===== src/rtl/uart_pkg.sv =====
// Shared UART definitions used by both the receive and transmit paths:
// frame geometry and the bit-level state encoding.
package uart_pkg;

    localparam int DATA_WIDTH = 8;
    localparam int FRAME_BITS = 11;

    typedef enum logic [2:0] {
        IDLE       = 3'b000,
        START_BIT  = 3'b001,
        DATA_BIT   = 3'b010,
        PARITY_BIT = 3'b011,
        STOP_BIT   = 3'b100
    } uart_state_e;

endpackage


===== src/rtl/receiver_sipo.sv =====
// Serial-in parallel-out shift register; the receive-side twin of the
// transmitter's piso. New bits enter at the MSB so an LSB-first stream lands in order.
module sipo #(
    parameter int WIDTH = 8
) (
    input  logic             clk,
    input  logic             rst_n,
    input  logic             shift_en,
    input  logic             serial_in,
    output logic [WIDTH-1:0] parallel_out
);

    logic [WIDTH-1:0] shift_r;

    // Shift register: load one bit at the MSB end on each enable
    always_ff @(posedge clk or negedge rst_n) begin
        if (!rst_n) begin
            shift_r <= {WIDTH{1'b0}};
        end else if (shift_en) begin
            shift_r <= {serial_in, shift_r[WIDTH-1:1]};
        end else begin
            shift_r <= shift_r;
        end
    end

    assign parallel_out = shift_r;

endmodule


===== src/rtl/receiver.sv =====
// UART receive path: 2-flop synchronizer, mid-bit sampling FSM and status flags.
// Build option RX_MAJORITY_EN: each bit decision is a 2-of-3 vote over the last three line samples.
module receiver #(
    parameter int DATA_WIDTH = uart_pkg::DATA_WIDTH,
    parameter int OVERSAMPLE = 8
) (
    input  logic                  rx_clk,
    input  logic                  rst_n,
    input  logic                  rx_enable,
    input  logic                  rx_data_in,
    output logic [DATA_WIDTH-1:0] rx_data_out,
    output logic                  done,
    output logic                  busy,
    output logic                  parity_error,
    output logic                  framing_error
);

    import uart_pkg::*;

    localparam int CNT_W = $clog2(OVERSAMPLE);
    localparam int BIT_W = $clog2(DATA_WIDTH);
    localparam logic [CNT_W-1:0] HALF_LAST = CNT_W'(OVERSAMPLE / 2 - 1);
    localparam logic [CNT_W-1:0] FULL_LAST = CNT_W'(OVERSAMPLE - 1);
    localparam logic [CNT_W-1:0] CNT_ONE   = CNT_W'(1);
    localparam logic [BIT_W-1:0] BIT_LAST  = BIT_W'(DATA_WIDTH - 1);
    localparam logic [BIT_W-1:0] BIT_ONE   = BIT_W'(1);

    if ((OVERSAMPLE < 4) || ((OVERSAMPLE % 2) != 0) || ((DATA_WIDTH + 3) != FRAME_BITS)) begin : g_param_guard
        $error("receiver: OVERSAMPLE must be even and >= 4, frame must be FRAME_BITS long");
    end

    function automatic logic calc_parity(input logic [DATA_WIDTH-1:0] data);
        return ^data;
    endfunction

    logic                  rx_meta_r;
    logic                  rxs_r;
    logic                  sample_s;
    uart_state_e           state_r;
    uart_state_e           state_s;
    logic [CNT_W-1:0]      cnt_r;
    logic [CNT_W-1:0]      cnt_s;
    logic [BIT_W-1:0]      bit_r;
    logic [BIT_W-1:0]      bit_s;
    logic                  shift_en_s;
    logic                  parity_load_s;
    logic                  frame_done_s;
    logic                  parity_bit_r;
    logic [DATA_WIDTH-1:0] shift_data_s;
    logic [DATA_WIDTH-1:0] rx_data_out_r;
    logic                  done_r;
    logic                  busy_r;
    logic                  parity_error_r;
    logic                  framing_error_r;

    // Two-flop synchronizer for the asynchronous serial line (idles high)
    always_ff @(posedge rx_clk or negedge rst_n) begin
        if (!rst_n) begin
            rx_meta_r <= 1'b1;
            rxs_r     <= 1'b1;
        end else begin
            rx_meta_r <= rx_data_in;
            rxs_r     <= rx_meta_r;
        end
    end

`ifdef RX_MAJORITY_EN
    logic rxs_d1_r;
    logic rxs_d2_r;

    // History of the synchronized line for the three-sample vote
    always_ff @(posedge rx_clk or negedge rst_n) begin
        if (!rst_n) begin
            rxs_d1_r <= 1'b1;
            rxs_d2_r <= 1'b1;
        end else begin
            rxs_d1_r <= rxs_r;
            rxs_d2_r <= rxs_d1_r;
        end
    end

    assign sample_s = (rxs_r & rxs_d1_r) | (rxs_r & rxs_d2_r) | (rxs_d1_r & rxs_d2_r);
`else
    assign sample_s = rxs_r;
`endif

    // Next-state logic; the start detect in IDLE uses the raw synchronized line
    always_comb begin
        state_s       = state_r;
        cnt_s         = cnt_r;
        bit_s         = bit_r;
        shift_en_s    = 1'b0;
        parity_load_s = 1'b0;
        frame_done_s  = 1'b0;
        if (!rx_enable) begin
            state_s = IDLE;
            cnt_s   = {CNT_W{1'b0}};
            bit_s   = {BIT_W{1'b0}};
        end else begin
            case (state_r)
                IDLE: begin
                    cnt_s = {CNT_W{1'b0}};
                    bit_s = {BIT_W{1'b0}};
                    if (!rxs_r) begin
                        state_s = START_BIT;
                    end else begin
                        state_s = IDLE;
                    end
                end
                START_BIT: begin
                    if (cnt_r == HALF_LAST) begin
                        cnt_s   = {CNT_W{1'b0}};
                        state_s = sample_s ? IDLE : DATA_BIT;
                    end else begin
                        cnt_s = cnt_r + CNT_ONE;
                    end
                end
                DATA_BIT: begin
                    if (cnt_r == FULL_LAST) begin
                        cnt_s      = {CNT_W{1'b0}};
                        shift_en_s = 1'b1;
                        if (bit_r == BIT_LAST) begin
                            bit_s   = {BIT_W{1'b0}};
                            state_s = PARITY_BIT;
                        end else begin
                            bit_s = bit_r + BIT_ONE;
                        end
                    end else begin
                        cnt_s = cnt_r + CNT_ONE;
                    end
                end
                PARITY_BIT: begin
                    if (cnt_r == FULL_LAST) begin
                        cnt_s         = {CNT_W{1'b0}};
                        parity_load_s = 1'b1;
                        state_s       = STOP_BIT;
                    end else begin
                        cnt_s = cnt_r + CNT_ONE;
                    end
                end
                STOP_BIT: begin
                    if (cnt_r == FULL_LAST) begin
                        cnt_s        = {CNT_W{1'b0}};
                        frame_done_s = 1'b1;
                        state_s      = IDLE;
                    end else begin
                        cnt_s = cnt_r + CNT_ONE;
                    end
                end
                default: begin
                    state_s = IDLE;
                    cnt_s   = {CNT_W{1'b0}};
                    bit_s   = {BIT_W{1'b0}};
                end
            endcase
        end
    end

    // State and counter registers
    always_ff @(posedge rx_clk or negedge rst_n) begin
        if (!rst_n) begin
            state_r <= IDLE;
            cnt_r   <= {CNT_W{1'b0}};
            bit_r   <= {BIT_W{1'b0}};
        end else begin
            state_r <= state_s;
            cnt_r   <= cnt_s;
            bit_r   <= bit_s;
        end
    end

    sipo #(
        .WIDTH (DATA_WIDTH)
    ) u_sipo (
        .clk          (rx_clk),
        .rst_n        (rst_n),
        .shift_en     (shift_en_s),
        .serial_in    (sample_s),
        .parallel_out (shift_data_s)
    );

    // Received parity bit, compared against the data once the stop bit is taken
    always_ff @(posedge rx_clk or negedge rst_n) begin
        if (!rst_n) begin
            parity_bit_r <= 1'b0;
        end else if (parity_load_s) begin
            parity_bit_r <= sample_s;
        end else begin
            parity_bit_r <= parity_bit_r;
        end
    end

    // Output registers: results only change on a completed frame
    always_ff @(posedge rx_clk or negedge rst_n) begin
        if (!rst_n) begin
            rx_data_out_r   <= {DATA_WIDTH{1'b0}};
            parity_error_r  <= 1'b0;
            framing_error_r <= 1'b0;
            done_r          <= 1'b0;
            busy_r          <= 1'b0;
        end else begin
            done_r <= frame_done_s;
            busy_r <= (state_s != IDLE);
            if (frame_done_s) begin
                rx_data_out_r   <= shift_data_s;
                parity_error_r  <= parity_bit_r ^ calc_parity(shift_data_s);
                framing_error_r <= ~sample_s;
            end else begin
                rx_data_out_r   <= rx_data_out_r;
                parity_error_r  <= parity_error_r;
                framing_error_r <= framing_error_r;
            end
        end
    end

    assign rx_data_out   = rx_data_out_r;
    assign done          = done_r;
    assign busy          = busy_r;
    assign parity_error  = parity_error_r;
    assign framing_error = framing_error_r;

endmodule


===== config.mk =====
export PLATFORM = sky130hd
export DESIGN_NAME = receiver
export DESIGN_NICKNAME = d
export VERILOG_FILES = /design/src/rtl/uart_pkg.sv /design/src/rtl/receiver_sipo.sv /design/src/rtl/receiver.sv
export SDC_FILE = /design/constraint.sdc
export NUM_CORES = 1
export LEC_CHECK = 0
export CORE_UTILIZATION = 40
export DETAILED_ROUTE_END_ITERATION = 8
export GPL_TIMING_DRIVEN = 0
export PLACE_DENSITY_LB_ADDON = 0.1
export SLEW_MARGIN = 10
export SYNTH_ARGS = -nofsm -noshare
export SYNTH_HDL_FRONTEND = slang
export SYNTH_SLANG_ARGS = --single-unit

===== constraint.sdc =====
create_clock -name rx_clk -period 2.9 [get_ports rx_clk]
set_input_delay 0.725 -clock rx_clk [delete_from_list [all_inputs] [get_ports rx_clk]]
set_output_delay 0.725 -clock rx_clk [all_outputs]
set_load 0.05 [all_outputs]

==> impl_metrics.ini, run 1 <==
[logic_synthesis]
synth.largest_area_cell = dfrtp_1
async_reset_ff_share_pct = 100
postSynthNetCount = 143
synth_top_area_share_pct = 50.5
netlist_instances = 132
ys_ff_latch = 32
ys_seq_area_share_pct = 54.0
synth_edf_count = 0
synthMostInstantiatedCell = dfrtp_1
syn_avg_cell_area_um2 = 11.3
synth_common_cells = dfrtp_1 (30), nand2_1 (29), mux2_2 (9)
synth_ff_type = dfrtp_1
synth_area_leaders = dfrtp_1 (50%), nand2_1 (7.3%), mux2_2 (6.8%)
yosysWarnings = 0
syn_area_um2 = 1490
yosysUniqueCellTypes = 31

[cts]
cts_resized = 0
cts_buffer_depth = 2
cts_tree = built
hold_buffers = 0
post_cts_buffers = 0
numCtsBuffers = 5
cts_root_buf = clkbuf_8
h-tree-depth = 2
clk-insertion-delay-late_ps = 280
clock_sinks = 32
clk_pin_slew_ps = 60

[setup_path]
r2r_slack_ps = 1170
cp-start-kind = flip-flop
cp_top_family = buffers and inverters
crit_type = reg -> out
crit_chain = clkdlybuf4s50_1
crit_path_end_kind = output pin
slowest_delay_ps = 810
r2r_end = u_sipo.parallel_out[3]
slowest_stage = clkdlybuf4s50_1
cp.required_ps = 2170
crit_fanout = 2
crit_buf_inv = 1
reg2reg_from = cnt_r[0]
worstPathArrival_ps = 1450
rr_worst_depth = 6

[hold_path]
hold_depth = 0
hold_start = rx_meta_r
hold_end = rxs_r
holdCritPathClass = reg -> reg

[drt]
wl_mm = 2.48
drc = 0
wl_per_cell_um = 12.4
drtIter0Drc = 20
firstDrtPassIters = 4
vias_per_cell = 4.89
vias = 978
ant_nets = 0

[global_routing]
grt_pass1_vias = 969
gr-total-overflow = 0
grt_pass1_wl_mm = 4.52
grt_antenna_before_repair = 0
grt_max_degree = 33
grt_usage_pct = 15.1

[pwr]
peakVddDrop_mv = 0.244
p_per_area_nw_per_um2 = 500
p_leak_nw = 0.874

[floorplanning]
dieHeight_um = 63.0
rows = 21
die_area_um2 = 3970
placeableCoreArea_um2 = 3440
ios = 16
start_util_pct = 43.2
die_x_um = 63.0

[cells_and_area]
nFillCells = 312
drive_gt1_share_pct = 19.5
final_area_um2 = 1790
antennaDiodeCount = 0
syn2layout_area_growth_pct = 20.2
layout.nets = 164
final_util_pct = 51.9

[sta]
finalSetupViolations = 0
rsz0062_at_grt = false
finalHoldViolCount = 0
tightest_slew_ps = 692
tns_ps = 0
slew_headroom_pct = 53.8
min_period_ps = 2170
finClkSkew_ps = 8.63
hold_slack_ps = 357
clock.fmax_mhz = 461
period_share_pct = 74.8
setup_ws_ps = 730
slew_viol_final = 0

[job]
maxCapViolCount = 0

[place]
pre_cts_ws_ps = 986
io_buffers = 14
dp_hpwl_mm = 1.76
placed_area_um2 = 1680
gp_congestion = 0.784

[outcome]
outcome = finished, final reports clean
-- flip-flops by register name (all words and copies together) (netlist names) --
signal,flops
rx_data_out,8
u_sipo.parallel_out,8
bit_r,3
cnt_r,3
state_r,3
busy,1
done,1
framing_error,1
parity_bit_r,1
parity_error,1
rx_meta_r,1
rxs_r,1
-- cells in the final DEF, fill, tap and decap left out --
| cell | instances |
|---|---|
| xnor2_1 | 5 |
| inv_2 | 1 |
| xnor3_2 | 1 |
| nor3_1 | 3 |
| o22ai_1 | 2 |
| a31oi_1 | 1 |
| xor2_1 | 1 |
| mux4_2 | 1 |
| nand3b_1 | 1 |
| nor3b_2 | 1 |
| dfstp_2 | 2 |
| buf_2 | 5 |
| o21ai_0 | 3 |
| buf_4 | 1 |
| and2_1 | 2 |
| nand2b_4 | 1 |
| nand2_1 | 29 |
| nor4bb_1 | 1 |
| bufinv_16 | 1 |
| mux2_2 | 9 |
| clkbuf_8 | 5 |
| clkbuf_1 | 1 |
| mux2_4 | 1 |
| clkinv_2 | 1 |
| nand3_1 | 2 |
| inv_1 | 5 |
| a32o_1 | 3 |
| a41o_1 | 1 |
| clkdlybuf4s50_1 | 13 |
| a21oi_1 | 3 |
| or3b_1 | 1 |
| dfrtp_1 | 30 |
| ha_1 | 7 |
| nor2_1 | 8 |
| nor3b_1 | 1 |
| nand2b_1 | 1 |
-- per-stage QoR --
stage / std cells / power [mW]
CTS: 200 / 0.910
global route: 200 / 0.934
finish: 200 / 0.894
detailed placement: 192 / 0.494
global placement: 192 / 0.494
floorplan: 132 / 0.477
-- worst max path at each step --
stage	from	to	depth (start not counted)
2_1_floorplan	rx_enable	u_sipo.parallel_out[0]	5
3_3_place_gp	rst_n	u_sipo.parallel_out[2]	1
3_5_place_dp	rx_enable	u_sipo.parallel_out[3]	5
4_1_cts	parity_error	parity_error	1
5_1_grt	parity_error	parity_error	1
6_report	parity_error	parity_error	1
-- power breakdown --
group | internal [mW] | switching [mW] | total [mW] | leakage (nW)
registers | 0.451 | 0.00280 | 0.454 | 0.437
clock network | 0.255 | 0.154 | 0.408 | 0.0552
logic | 0.00918 | 0.0217 | 0.0309 | 0.381
total | 0.715 | 0.178 | 0.894 | 0.874
-- kinds of logic (layout without fill, tap and decap cells) --
| group | Yosys count | after routing | synth area share (%) |
|---|---|---|---|
| and+or+nand+nor | 51 | 51 | 16.3 |
| DFF | 32 | 32 | 54.0 |
| AOI/OAI and AO/OA | 13 | 13 | 5.97 |
| muxes | 11 | 11 | 9.34 |
| buffers and inverters | 11 | 33 | 3.36 |
| adders and majority gates | 7 | 7 | 5.89 |
| xor gates and xnor gates | 7 | 7 | 5.13 |
-- layout make-up --
cell class	count	area (µm²)	share of cell area [%]
buffer	5	27.5	1.54
clock buffer	6	72.6	4.06
clock inverter	2	35.0	1.96
inverter	6	22.5	1.26
multi-input combinational	89	634	35.5
sequential	32	803	44.9
tap	46	57.6	3.22
timing repair buffer	14	135	7.56
-- routing by layer --
metal  GRT usage [%]  routed length [µm]
met5               0                   0
met4            6.98                  53
met3            4.93                 110
met2            21.4                1000
met1            20.8                1310
Note: power is estimated with default switching activity, not from simulation.
==> run 2, diff against run 1 <==
clock period = 1.95 ns   (was 2.9 ns; I/O delays follow)
==> impl_metrics.ini, run 2 (synthesis gave the netlist of run 1 again) <==
[global_routing]
grt_max_degree = 33
grt_usage_pct = 15.1
grt_pass1_vias = 969
grt_pass1_wl_mm = 4.52
grt_antenna_before_repair = 0
gr-total-overflow = 0

[cells_and_area]
mostFrequentLayoutCell = dfrtp_1
antennaDiodeCount = 0
layout.nets = 164
nFillCells = 312
stdcell_count = 200
syn2layout_area_growth_pct = 20.7
final_area_um2 = 1800
drive_gt1_share_pct = 19.5
mostFrequentLayoutCells = dfrtp_1 (30), nand2_1 (29), clkdlybuf4s50_1 (10), mux2_2 (9), nor2_1 (8)

[place]
placed_area_um2 = 1680
io_buffers = 14
gp_congestion = 0.784
dp_hpwl_mm = 1.76
dp_cells = 192

[setup_path]
r2r_slack_ps = 220
slowest_delay_ps = 800
slowest_stage = clkdlybuf4s50_1
crit_fanout = 2
cp-start-kind = flip-flop
crit_type = reg -> out
reg2reg_from = cnt_r[0]
crit_chain = clkdlybuf4s50_1
cp.required_ps = 1460
crit_path_start = rx_data_out[1]
crit_buf_inv = 1
cp_top_family = buffers and inverters
worstPathArrival_ps = 1420
crit_path_end_kind = output pin

[outcome]
outcome = finished, final reports clean

[cts]
h-tree-depth = 2
numCtsBuffers = 5
post_cts_buffers = 0
cts_tree = built
clock_sinks = 32
cts_root_buf = clkbuf_8
clk-insertion-delay-late_ps = 280
cts_buffer_depth = 2
clk_pin_slew_ps = 70

[floorplanning]
dieHeight_um = 63.0
start_util_pct = 43.2
ios = 16
die_area_um2 = 3970
rows = 21
die_x_um = 63.0
placeableCoreArea_um2 = 3440

[sta]
slew_headroom_pct = 53.9
finalHoldViolCount = 0
finClkSkew_ps = 8.86
tightest_slew_ps = 692
slew_viol_final = 0
finalSetupViolations = 0
rsz0062_at_grt = false
clock.fmax_mhz = 524
period_share_pct = 97.9
min_period_ps = 1910

[drt]
firstDrtPassIters = 4
wl_per_cell_um = 12.4
vias = 984
drtIter0Drc = 24
ant_nets = 0
vias_per_cell = 4.92
wl_mm = 2.48
drc = 0

[pwr]
peakVddDrop_mv = 0.364
p_leak_nw = 0.930
power_mw = 1.33
p_per_area_nw_per_um2 = 740

[hold_path]
holdCritPathClass = in -> async

[job]
maxCapViolCount = 0
==> run 2: cell types whose count changed in the layout (fill, tap and decap cells not counted), sizes merged <==
| cell | delta |
|---|---|
| clkdlybuf4s50 | -3 |
| dlymetal6s2s | +3 |
==> run 2: power breakdown <==
part	switching (mW)	internal (mW)	total, mW	leakage (nW)
clock network	0.229	0.379	0.608	0.0552
registers	0.00416	0.671	0.676	0.437
logic	0.0323	0.0137	0.0459	0.438
==> run 2: final timing paths <==
check                                    endpoint  cells after the start
setup / recovery                   rx_data_out[1]                      1
hold / removal                           bit_r[1]                      1
setup reg to reg           u_sipo.parallel_out[3]                      6
hold reg to reg                             rxs_r                      0
max in group asynchronous           framing_error                      1
min in group rx_clk                         rxs_r                      0
==> run 2: worst register-to-register path, delay by kind of cell, from the launching register on <==
family	cells	cell delay [ps]
buf+inv	1	230
mux	1	340
flops	1	350
fa+ha+maj	2	430
simple gates	2	260
==> run 2: layout make-up <==
| cell class | instances | area (µm²) | area share (%) |
|---|---|---|---|
| inverters | 6 | 22.5 | 1.25 |
| clock buffers | 6 | 72.6 | 4.04 |
| clock inverters | 2 | 35.0 | 1.95 |
| repair buffers | 14 | 143 | 7.94 |
| multi-input cells | 89 | 634 | 35.3 |
| well taps | 46 | 57.6 | 3.21 |
| flip-flops and latches | 32 | 803 | 44.7 |
| plain buffers | 5 | 27.5 | 1.53 |
==> run 2: what timing repair did <==
action	in CTS	in global routing
setup endpoints to repair	0	3
gates resized for setup	0	3
hold endpoints to repair	0	0
hold buffers	0	0
==> run 2: per-layer routing <==
layer / wire length [µm] / global-route usage (%)
met1: 1300 / 20.8
met2: 1010 / 21.4
met3: 115 / 4.93
met4: 53 / 6.98
met5: 0 / 0
==> run 2: through the flow <==
step | worst slack, ps | utilization [%] | hold slack [ps] | TNS [ps]
2_1_floorplan | 346 | - | 192 | 0
3_3_place_gp | -196 | 49.0 | 347 | -5840
3_5_place_dp | 202 | 48.8 | 347 | 0
4_1_cts | 5.80 | 51.9 | 269 | 0
5_1_grt | 3.87 | 52.2 | 304 | 0
6_report | 40.0 | 52.2 | 249 | 0
==> run 3, diff against run 2 <==
CORE_UTILIZATION = 49   (was 40)
==> impl_metrics.ini, run 3 (synthesis gave the netlist of run 1 again) <==
[outcome]
outcome = complete, but fails checks
violations = design-rule violations

[cells_and_area]
mostFrequentLayoutCell = dfrtp_1
final_util_pct = 60.5
drive_gt1_share_pct = 18.8
final_area_um2 = 1700
stdcell_count = 185
layout.nets = 164
antennaDiodeCount = 0
syn2layout_area_growth_pct = 14.0
mostFrequentLayoutCells = dfrtp_1 (30), nand2_1 (29), dlygate4sd2_1 (12), mux2_2 (9), nor2_1 (8)

[cts]
hold_buffers = 0
cts_root_buf = clkbuf_4
clock_sinks = 32
cts_tree = built
cts_buffer_depth = 2
h-tree-depth = 2
post_cts_buffers = 0
clk-insertion-delay-late_ps = 330
numCtsBuffers = 5
cts_resized = 12
clk_pin_slew_ps = 100

[setup_path]
worstPathArrival_ps = 1970
cp.required_ps = 2160
crit_chain = ha_1 > ha_1 > nand2_1 > nor3_1 > buf_4 > mux2_2
crit_type = reg -> reg
crit_fanout = 10
cpMostUsedCell = ha_1
crit_path_end_kind = flip-flop
slowest_stage = dfrtp_1
cp-start-kind = flip-flop
slowest_delay_ps = 370

[drt]
ant_nets = 0
vias = 1004
wl_mm = 2.47
drtIter0Drc = 28
vias_per_cell = 5.43
firstDrtPassIters = 6
drc = 4
wl_per_cell_um = 13.3

[sta]
tightest_slew_ps = 703
finalSetupViolations = 0
slew_viol_final = 0
min_period_ps = 1760
finClkSkew_ps = 13.5
rsz0062_at_grt = false
setup_ws_ps = 190
period_share_pct = 90.2
finalHoldViolCount = 0
clock.fmax_mhz = 568
slew_headroom_pct = 53.1

[global_routing]
grt_usage_pct = 17.6
grt_pass1_vias = 935
grt_antenna_before_repair = 0
grt_pass1_wl_mm = 4.24
gr-total-overflow = 0
grt_max_degree = 33

[place]
dp_hpwl_mm = 1.75
dp_cells = 177
pre_cts_ws_ps = 192
io_buffers = 14
placed_area_um2 = 1660
gp_congestion = 0.833

[floorplanning]
die_x_um = 57.1
die_area_um2 = 3260
placeableCoreArea_um2 = 2810
dieHeight_um = 57.1
start_util_pct = 53.0
ios = 16
rows = 19

[pwr]
power_mw = 1.06
p_leak_nw = 0.904
p_per_area_nw_per_um2 = 628
peakVddDrop_mv = 0.338

[hold_path]
holdCritPathClass = in -> async

[job]
maxCapViolCount = 0
-- run 3: cell types whose count changed in the layout (fill, tap and decap cells not counted), sizes merged --
cell           previous run  this run
clkbuf                    6         7
dlygate4sd2               0        12
clkdlybuf4s50            10         1
bufinv                    1         0
dlymetal6s2s              3         0
-- run 3: worst max-delay path: cells and delay by family (launching register included) --
| family | cells | cell delay (ps) |
|---|---|---|
| buffers and inverters | 1 | 230 |
| adder cells (fa/ha/maj) | 2 | 440 |
| flip-flops | 1 | 370 |
| AND/OR/NAND/NOR | 2 | 280 |
| multiplexers | 1 | 340 |
-- run 3: per-stage QoR --
step           hold WS (ps)  setup TNS, ps
4_1_cts                 193              0
6_report                195              0
3_5_place_dp            351              0
3_3_place_gp            348          -4810
2_1_floorplan           192              0
5_1_grt                 243              0
-- run 3: final cells by class --
type | instances | area [µm²]
fill | 253 | 1110
sequential | 32 | 803
multi-input combinational | 89 | 634
timing repair buffer | 14 | 120
clock buffer | 7 | 45.0
tap | 31 | 38.8
buffer | 5 | 27.5
inverter | 6 | 22.5
clock inverter | 1 | 5.00
-- run 3: power by group --
group	total, mW	switching [mW]	internal (mW)
Clock	0.345	0.205	0.140
Combinational	0.0450	0.0323	0.0127
Sequential	0.674	0.00395	0.670
Total	1.06	0.241	0.823
-- run 3: final timing paths --
path | from | to | slack, ps | cells past startpoint
hold reg to reg | rx_meta_r | rxs_r | 360 | 0
setup reg to reg | cnt_r[0] | u_sipo.parallel_out[4] | 190 | 6
setup / recovery | cnt_r[0] | u_sipo.parallel_out[4] | 190 | 6
min in group rx_clk | rx_meta_r | rxs_r | 360 | 0
max in group asynchronous | rst_n | parity_error | 1300 | 1
hold / removal | rst_n | rx_data_out[6] | 190 | 1
-- run 3: per-layer routing --
| layer | GRT usage, % | part of all wire (%) | up-vias |
|---|---|---|---|
| li1 | - | - | 487 |
| met1 | 24.3 | 49 | 475 |
| met2 | 24.9 | 42 | 35 |
| met3 | 4.76 | 6.0 | 7 |
| met4 | 10.5 | 2.5 | 0 |
| met5 | 0 | 0 | - |
